===== config.mk =====
export PLATFORM = sky130hd
export DESIGN_NAME = multicycle_control_fsm_flat
export DESIGN_NICKNAME = d
export VERILOG_FILES = /design/src/rtl/multicycle_control_fsm_if.sv /design/src/rtl/multicycle_control_fsm.sv /design/src/flat_wrapper.sv
export SDC_FILE = /design/constraint.sdc
export NUM_CORES = 1
export LEC_CHECK = 0
export CAP_MARGIN = 20
export CORE_MARGIN = 1
export CORE_UTILIZATION = 51
export CTS_BUF_LIST = sky130_fd_sc_hd__clkbuf_4 sky130_fd_sc_hd__clkbuf_8
export CTS_CLUSTER_DIAMETER = 40
export DETAILED_ROUTE_END_ITERATION = 7
export GPL_ROUTABILITY_DRIVEN = 0
export GPL_TIMING_DRIVEN = 1
export PLACE_DENSITY = 0.8
export SYNTH_ARGS = -nofsm -noshare
export SYNTH_HDL_FRONTEND = slang
export SYNTH_SLANG_ARGS = --single-unit

===== constraint.sdc =====
create_clock -name clk -period 3.4 [get_ports clk]
set_input_delay 0.68 -clock clk [delete_from_list [all_inputs] [get_ports clk]]
set_output_delay 0.68 -clock clk [all_outputs]
set_load 0.01 [all_outputs]

===== src/rtl/multicycle_control_fsm_if.sv =====
// rtl/multicycle_control_fsm_if.sv - control-unit to datapath bundle
// Carries the opcode/flag/handshake inputs and every datapath strobe, status and counter.
interface multicycle_control_fsm_if #(
  parameter int CNT_W = 32
);
  logic [6:0]       opcode;
  logic             zero;
  logic             mem_ready;
  logic             RegWrite;
  logic             ALUSrcA;
  logic             IorD;
  logic             IRWrite;
  logic             PCWrite;
  logic             PCWriteCond;
  logic             RegDst;
  logic             MemtoReg;
  logic             MemR;
  logic             MemWrite;
  logic [1:0]       ALUSrcB;
  logic [1:0]       ALUOp;
  logic [1:0]       PCSource;
  logic             pc_en;
  logic             halted;
  logic [3:0]       state;
  logic [CNT_W-1:0] cycle_count;
  logic [CNT_W-1:0] instr_retired;

  modport master (
    input  opcode, zero, mem_ready,
    output RegWrite, ALUSrcA, IorD, IRWrite, PCWrite, PCWriteCond, RegDst,
           MemtoReg, MemR, MemWrite, ALUSrcB, ALUOp, PCSource, pc_en, halted,
           state, cycle_count, instr_retired
  );

  modport slave (
    output opcode, zero, mem_ready,
    input  RegWrite, ALUSrcA, IorD, IRWrite, PCWrite, PCWriteCond, RegDst,
           MemtoReg, MemR, MemWrite, ALUSrcB, ALUOp, PCSource, pc_en, halted,
           state, cycle_count, instr_retired
  );
endinterface


===== src/rtl/multicycle_control_fsm.sv =====
// rtl/multicycle_control_fsm.sv - multicycle RISC-V main control FSM
// Strobes are registered from the next state; only the mem_ready/zero gating is combinational.
module multicycle_control_fsm #(
  parameter int CNT_W = 32
) (
  input  logic                   clk,
  input  logic                   rst,
  multicycle_control_fsm_if.master bus
);

  typedef enum logic [3:0] {
    S_RESET  = 4'd0,
    S_FETCH  = 4'd1,
    S_DECODE = 4'd2,
    S_MEMADR = 4'd3,
    S_MEMRD  = 4'd4,
    S_MEMWB  = 4'd5,
    S_MEMWR  = 4'd6,
    S_EXR    = 4'd7,
    S_EXI    = 4'd8,
    S_ALUWB  = 4'd9,
    S_BRANCH = 4'd10,
    S_TRAP   = 4'd15
  } state_t;

  typedef struct packed {
    logic       reg_write;
    logic       alu_src_a;
    logic       ior_d;
    logic       mem_r;
    logic       mem_write;
    logic       pc_write_cond;
    logic       mem_to_reg;
    logic       fetch;
    logic       halted;
    logic [1:0] alu_src_b;
    logic [1:0] alu_op;
    logic [1:0] pc_source;
  } ctrl_t;

  localparam logic [6:0] OP_LD = 7'b0000011;
  localparam logic [6:0] OP_SD = 7'b0100011;
  localparam logic [6:0] OP_R  = 7'b0110011;
  localparam logic [6:0] OP_I  = 7'b0010011;
  localparam logic [6:0] OP_BR = 7'b1100011;
  localparam logic [CNT_W-1:0] CNT_ONE = CNT_W'(1);

  state_t           state_q, state_d;
  ctrl_t            ctrl_q, ctrl_d;
  logic [CNT_W-1:0] cycle_q, cycle_d;
  logic [CNT_W-1:0] retired_q, retired_d;
  logic             counting;
  logic             retire;
  logic             pc_write;

  function automatic ctrl_t decode(input state_t s);
    ctrl_t c;
    c = '0;
    case (s)
      S_FETCH:  begin c.mem_r = 1'b1; c.fetch = 1'b1; c.alu_src_b = 2'b01; end
      S_DECODE: c.alu_src_b = 2'b11;
      S_MEMADR: begin c.alu_src_a = 1'b1; c.alu_src_b = 2'b10; end
      S_MEMRD:  begin c.mem_r = 1'b1; c.ior_d = 1'b1; end
      S_MEMWB:  begin c.reg_write = 1'b1; c.mem_to_reg = 1'b1; end
      S_MEMWR:  begin c.mem_write = 1'b1; c.ior_d = 1'b1; end
      S_EXR:    begin c.alu_src_a = 1'b1; c.alu_op = 2'b10; end
      S_EXI:    begin c.alu_src_a = 1'b1; c.alu_src_b = 2'b10; c.alu_op = 2'b11; end
      S_ALUWB:  c.reg_write = 1'b1;
      S_BRANCH: begin
        c.alu_src_a     = 1'b1;
        c.alu_op        = 2'b01;
        c.pc_write_cond = 1'b1;
        c.pc_source     = 2'b01;
      end
      S_TRAP:   c.halted = 1'b1;
      default:  ;
    endcase
    return c;
  endfunction

  always_comb begin
    state_d = state_q;
    case (state_q)
      S_RESET:  state_d = S_FETCH;
      S_FETCH:  if (bus.mem_ready) state_d = S_DECODE;
      S_DECODE: begin
        case (bus.opcode)
          OP_LD, OP_SD: state_d = S_MEMADR;
          OP_R:         state_d = S_EXR;
          OP_I:         state_d = S_EXI;
          OP_BR:        state_d = S_BRANCH;
          default:      state_d = S_TRAP;
        endcase
      end
      S_MEMADR: state_d = (bus.opcode == OP_SD) ? S_MEMWR : S_MEMRD;
      S_MEMRD:  if (bus.mem_ready) state_d = S_MEMWB;
      S_MEMWR:  if (bus.mem_ready) state_d = S_FETCH;
      S_EXR, S_EXI: state_d = S_ALUWB;
      S_MEMWB, S_ALUWB, S_BRANCH: state_d = S_FETCH;
      default:  state_d = S_TRAP;
    endcase

    ctrl_d = decode(state_d);

    // Counters stop in RESET and TRAP; a store retires only on the cycle memory accepts it.
    counting  = (state_q != S_RESET) && (state_q != S_TRAP);
    retire    = (state_q == S_MEMWB) || (state_q == S_ALUWB) || (state_q == S_BRANCH) ||
                ((state_q == S_MEMWR) && bus.mem_ready);
    cycle_d   = counting ? cycle_q + CNT_ONE : cycle_q;
    retired_d = retire ? retired_q + CNT_ONE : retired_q;
  end

  always_ff @(posedge clk or posedge rst) begin
    if (rst) begin
      state_q   <= S_RESET;
      ctrl_q    <= '0;
      cycle_q   <= '0;
      retired_q <= '0;
    end else begin
      state_q   <= state_d;
      ctrl_q    <= ctrl_d;
      cycle_q   <= cycle_d;
      retired_q <= retired_d;
    end
  end

  assign pc_write          = ctrl_q.fetch & bus.mem_ready;
  assign bus.RegWrite      = ctrl_q.reg_write;
  assign bus.ALUSrcA       = ctrl_q.alu_src_a;
  assign bus.IorD          = ctrl_q.ior_d;
  assign bus.IRWrite       = pc_write;
  assign bus.PCWrite       = pc_write;
  assign bus.PCWriteCond   = ctrl_q.pc_write_cond;
  assign bus.RegDst        = 1'b0;
  assign bus.MemtoReg      = ctrl_q.mem_to_reg;
  assign bus.MemR          = ctrl_q.mem_r;
  assign bus.MemWrite      = ctrl_q.mem_write;
  assign bus.ALUSrcB       = ctrl_q.alu_src_b;
  assign bus.ALUOp         = ctrl_q.alu_op;
  assign bus.PCSource      = ctrl_q.pc_source;
  assign bus.pc_en         = pc_write | (ctrl_q.pc_write_cond & bus.zero);
  assign bus.halted        = ctrl_q.halted;
  assign bus.state         = state_q;
  assign bus.cycle_count   = cycle_q;
  assign bus.instr_retired = retired_q;

endmodule


===== src/flat_wrapper.sv =====
// flat-port wrapper written by rule: the top's interface ports become plain ports
module multicycle_control_fsm_flat 
#(
  parameter int CNT_W = 32
)
  (clk, rst, bus_opcode, bus_zero, bus_mem_ready, bus_RegWrite, bus_ALUSrcA, bus_IorD, bus_IRWrite, bus_PCWrite, bus_PCWriteCond, bus_RegDst, bus_MemtoReg, bus_MemR, bus_MemWrite, bus_ALUSrcB, bus_ALUOp, bus_PCSource, bus_pc_en, bus_halted, bus_state, bus_cycle_count, bus_instr_retired);
  multicycle_control_fsm_if #(.CNT_W(CNT_W)) bus_i ();
  input  logic clk;
  input  logic rst;
  input wire logic [$bits(bus_i.opcode)-1:0] bus_opcode;
  input wire logic [$bits(bus_i.zero)-1:0] bus_zero;
  input wire logic [$bits(bus_i.mem_ready)-1:0] bus_mem_ready;
  output wire logic [$bits(bus_i.RegWrite)-1:0] bus_RegWrite;
  output wire logic [$bits(bus_i.ALUSrcA)-1:0] bus_ALUSrcA;
  output wire logic [$bits(bus_i.IorD)-1:0] bus_IorD;
  output wire logic [$bits(bus_i.IRWrite)-1:0] bus_IRWrite;
  output wire logic [$bits(bus_i.PCWrite)-1:0] bus_PCWrite;
  output wire logic [$bits(bus_i.PCWriteCond)-1:0] bus_PCWriteCond;
  output wire logic [$bits(bus_i.RegDst)-1:0] bus_RegDst;
  output wire logic [$bits(bus_i.MemtoReg)-1:0] bus_MemtoReg;
  output wire logic [$bits(bus_i.MemR)-1:0] bus_MemR;
  output wire logic [$bits(bus_i.MemWrite)-1:0] bus_MemWrite;
  output wire logic [$bits(bus_i.ALUSrcB)-1:0] bus_ALUSrcB;
  output wire logic [$bits(bus_i.ALUOp)-1:0] bus_ALUOp;
  output wire logic [$bits(bus_i.PCSource)-1:0] bus_PCSource;
  output wire logic [$bits(bus_i.pc_en)-1:0] bus_pc_en;
  output wire logic [$bits(bus_i.halted)-1:0] bus_halted;
  output wire logic [$bits(bus_i.state)-1:0] bus_state;
  output wire logic [$bits(bus_i.cycle_count)-1:0] bus_cycle_count;
  output wire logic [$bits(bus_i.instr_retired)-1:0] bus_instr_retired;
  assign bus_i.opcode = bus_opcode;
  assign bus_i.zero = bus_zero;
  assign bus_i.mem_ready = bus_mem_ready;
  assign bus_RegWrite = bus_i.RegWrite;
  assign bus_ALUSrcA = bus_i.ALUSrcA;
  assign bus_IorD = bus_i.IorD;
  assign bus_IRWrite = bus_i.IRWrite;
  assign bus_PCWrite = bus_i.PCWrite;
  assign bus_PCWriteCond = bus_i.PCWriteCond;
  assign bus_RegDst = bus_i.RegDst;
  assign bus_MemtoReg = bus_i.MemtoReg;
  assign bus_MemR = bus_i.MemR;
  assign bus_MemWrite = bus_i.MemWrite;
  assign bus_ALUSrcB = bus_i.ALUSrcB;
  assign bus_ALUOp = bus_i.ALUOp;
  assign bus_PCSource = bus_i.PCSource;
  assign bus_pc_en = bus_i.pc_en;
  assign bus_halted = bus_i.halted;
  assign bus_state = bus_i.state;
  assign bus_cycle_count = bus_i.cycle_count;
  assign bus_instr_retired = bus_i.instr_retired;
  multicycle_control_fsm #(.CNT_W(CNT_W)) u_core (.clk(clk), .rst(rst), .bus(bus_i));
endmodule

==> results.sh <==
export IMPL_yosysWarnings=0
export IMPL_grt_util_met2_pct=35.4
export IMPL_p_seq_share_pct=53.6
export IMPL_synth_area_um2=3830
export IMPL_required_ns=2.72
export IMPL_worst_r2r_path_depth=5
export IMPL_clk_path_buf_depth=2
export IMPL_rsz0062_at_grt="false"
export IMPL_io_pins=97
export IMPL_tritoncts="built"
export IMPL_p_total_mw=1.79
export IMPL_start_util_pct=52.9
export IMPL_yosysTopAreaCell="dfrtp_1"
export IMPL_drt_wl_total_um=8040
export IMPL_antenna_cells=0
export IMPL_ir_worst_vdd_mv=0.183
export IMPL_grt_total_usage_pct=21.6
export IMPL_synthToLayoutAreaGrowth_pct=32.2
export IMPL_crit_fanout=8
export IMPL_clkTransAtPathRegs_ns=0.08
export IMPL_postCtsSetupBuffers=0
export IMPL_cts_resized_gates=0
export IMPL_p_clk_share_pct=44.0
export IMPL_synth_seq_area_share_pct=52.9
export IMPL_synth_cell_types=54
export IMPL_startpoint="bus_mem_ready"
export IMPL_layout_drive_gt1_share_pct=7.90
export IMPL_tightest_slew_ns=1.01
export IMPL_routedWlPerCell_um=14.8
export IMPL_hold_ws_ns=0.473
export IMPL_status="completed"
export IMPL_final_core_util_pct=69.9
export IMPL_critical_path_class="in2out"
export IMPL_maxCapViolations=0
export IMPL_synth_most_common_cell="dfrtp_1"
export IMPL_core_um2=7250
export IMPL_p_int_mw=1.43
export IMPL_timing_rr_end="u_core.bus.instr_retired[24]$_DFFE_PP0P_"
export IMPL_period_share_pct=83.3
export IMPL_end_kind="primary output"
export IMPL_r2r_slack_ns=1.10
export IMPL_vias=2901
export IMPL_fmax_mhz=353
export IMPL_cts_num_sinks=81
export IMPL_async_flop_share_pct=100
export IMPL_insertion_delay_ns=0.35
export IMPL_holdCritPathClass="reg2reg"
export IMPL_grt_max_degree=56
export IMPL_switching_share_pct=20.2
export IMPL_row_count=31
export IMPL_use_met3_pct=4.48
export IMPL_postRouteAntennaNets=0
export IMPL_setup_viol=0
export IMPL_avgSynthCellArea_um2=11.1
export IMPL_slew_headroom_pct=32.3
export IMPL_ys_flop_type="dfrtp_1"
export IMPL_hold_violations=0
export IMPL_drtIter0Drc=104
export IMPL_hold_buffers=0
export IMPL_drc=0
export IMPL_crit_end="bus_pc_en"
export IMPL_powerDensity_nw_per_um2=354
export IMPL_cts_root_buf="clkbuf_8"
export IMPL_cts_htree_levels=3
export IMPL_p_switching_mw=0.363
export IMPL_port_buffers=94
export IMPL_grt_pass1_wl_um=12800
export IMPL_die_area_um2=7870
export IMPL_comb_power_share_pct=2.4
export IMPL_finalClockSkew_ns=0.0101
export IMPL_r2r_start="u_core.bus.state[0]$_DFF_PP0_"
export IMPL_ys_seq_elements=81
export IMPL_post_dp_hpwl_um=5630
export IMPL_viasPerCell=5.35
export IMPL_die_h_um=88.7
export IMPL_ys_top_cells_by_count="dfrtp_1 (81), xnor2_1 (34), xor2_1 (30)"
export IMPL_fin_crit_ns=2.83
export IMPL_synth_top_area_share_pct=52.9
export IMPL_drv_slew=0
export IMPL_met1_usage_pct=27.4
export IMPL_yosys_top_cells_area="dfrtp_1 (53%), xnor2_1 (7.8%), xor2_1 (6.9%)"
export IMPL_worstPathArrival_ns=2.15
export IMPL_top_usage_layer="met2"
export IMPL_synth_edf_count=0
export IMPL_final_net_count=451
export IMPL_netlist_instances=346
export IMPL_setup_tns_ns=0
export IMPL_p_leak_nw=2.25
export IMPL_cts_made_buffers=9
export IMPL_overflow=0
export IMPL_antenna_found_initial=0
export IMPL_dieWidth_um=88.7
export IMPL_grt_pass1_vias=2715
export IMPL_first_pass_iters=4
export IMPL_startpoint_type="input port"
[per-layer routing]
metal  vias to the layer above  share of wire [%]  wire length [um]
met5                         -                  0                 0
met4                         0                1.9               155
met3                        15                3.9               311
met2                        78                 50              4020
met1                      1431                 44              3560
li1                       1377                  -                 -
[power groups by stage]
stage / Sequential [mW] / Combinational (mW) / Clock (mW)
4_1_cts: 0.962 / 0.0413 / 0.809
6_report: 0.962 / 0.0425 / 0.789
2_1_floorplan: 0.982 / 0.0209 / 0
3_3_place_gp: 0.982 / 0.0406 / 0
3_5_place_dp: 0.982 / 0.0413 / 0
5_1_grt: 0.962 / 0.0491 / 0.850
[layout by cell type (no fill, tap or decap), drive strengths merged, types with 3 or more instances in the layout]
master / count
xnor2: 34
xor2: 30
nand3b: 3
inv: 7
nor3: 16
nor4: 6
and2: 6
a21o: 4
nand2: 21
clkdlybuf4s50: 94
nand3: 20
nor2b: 3
clkbuf: 12
nand2b: 8
o21ai: 4
and4: 10
a21oi: 4
buf: 4
nor2: 19
and3: 10
dfrtp: 81
mux2i: 3
nand4: 11
[cell families (layout without fill, tap and decap cells)]
logic type	Yosys count	count (layout)	share of synthesized area, %
AOI/OAI and AO/OA	26	26	5.22
xor gates and xnor gates	64	64	14.6
adders and majority gates	2	2	0.653
buffers and inverters	26	122	3.59
DFF	81	81	52.9
muxes	5	5	1.37
other	1	2	0.0978
and+or+nand+nor	141	141	21.6
[sequential cells by signal, indices dropped and copies added, names as in the netlist]
register,flops
u_core.bus.state,4
u_core.bus.MemtoReg,1
u_core.bus.ALUSrcB,2
u_core.bus.instr_retired,32
u_core.bus.cycle_count,32
u_core.bus.ALUSrcA,1
u_core.bus.halted,1
u_core.ctrl_q,1
u_core.bus.RegWrite,1
u_core.bus.PCSource,1
u_core.bus.IorD,1
u_core.bus.MemWrite,1
u_core.bus.ALUOp,2
u_core.bus.MemR,1
[per-stage QoR]
| stage | area [um^2] | cells | setup WS, ns |
|---|---|---|---|
| final | 5070 | 542 | 0.566 |
| after global routing | 5070 | 542 | 0.501 |
| after CTS | 5050 | 541 | 0.562 |
| after detailed placement | 4820 | 525 | 0.499 |
| after global placement | 4820 | 525 | 0.580 |
| after floorplan | 3840 | 347 | 0.640 |
[final cells by class]
class / instances / area (um^2)
timing repair buffer: 98 / 983
sequential: 81 / 2030
tap: 99 / 124
inverter: 8 / 31.3
clock inverter: 4 / 76.3
clock buffer: 12 / 153
multi-input combinational: 240 / 1670
fill: 553 / 2190
[worst max-delay path, cell delays in order]
cell and delay (ns):
clkdlybuf4s50_1 0.62, and2_1 0.23, a21o_1 0.10, clkdlybuf4s50_1 0.52
[how the worst min path moves through the flow]
| stage | startpoint | to | slack (ns) | depth (start not counted) |
|---|---|---|---|---|
| 2_1_floorplan | u_core.bus.instr_retired[31]$_DFFE_PP0P_ | u_core.bus.instr_retired[31]$_DFFE_PP0P_ | 0.50 | 1 |
| 3_3_place_gp | u_core.bus.instr_retired[31]$_DFFE_PP0P_ | u_core.bus.instr_retired[31]$_DFFE_PP0P_ | 0.46 | 1 |
| 3_5_place_dp | u_core.bus.cycle_count[31]$_DFFE_PP0P_ | u_core.bus.cycle_count[31]$_DFFE_PP0P_ | 0.46 | 1 |
| 4_1_cts | u_core.bus.cycle_count[31]$_DFFE_PP0P_ | u_core.bus.cycle_count[31]$_DFFE_PP0P_ | 0.48 | 1 |
| 5_1_grt | u_core.bus.cycle_count[31]$_DFFE_PP0P_ | u_core.bus.cycle_count[31]$_DFFE_PP0P_ | 0.50 | 1 |
| 6_report | u_core.bus.cycle_count[31]$_DFFE_PP0P_ | u_core.bus.cycle_count[31]$_DFFE_PP0P_ | 0.47 | 1 |
(Power assumes the default switching activity.)
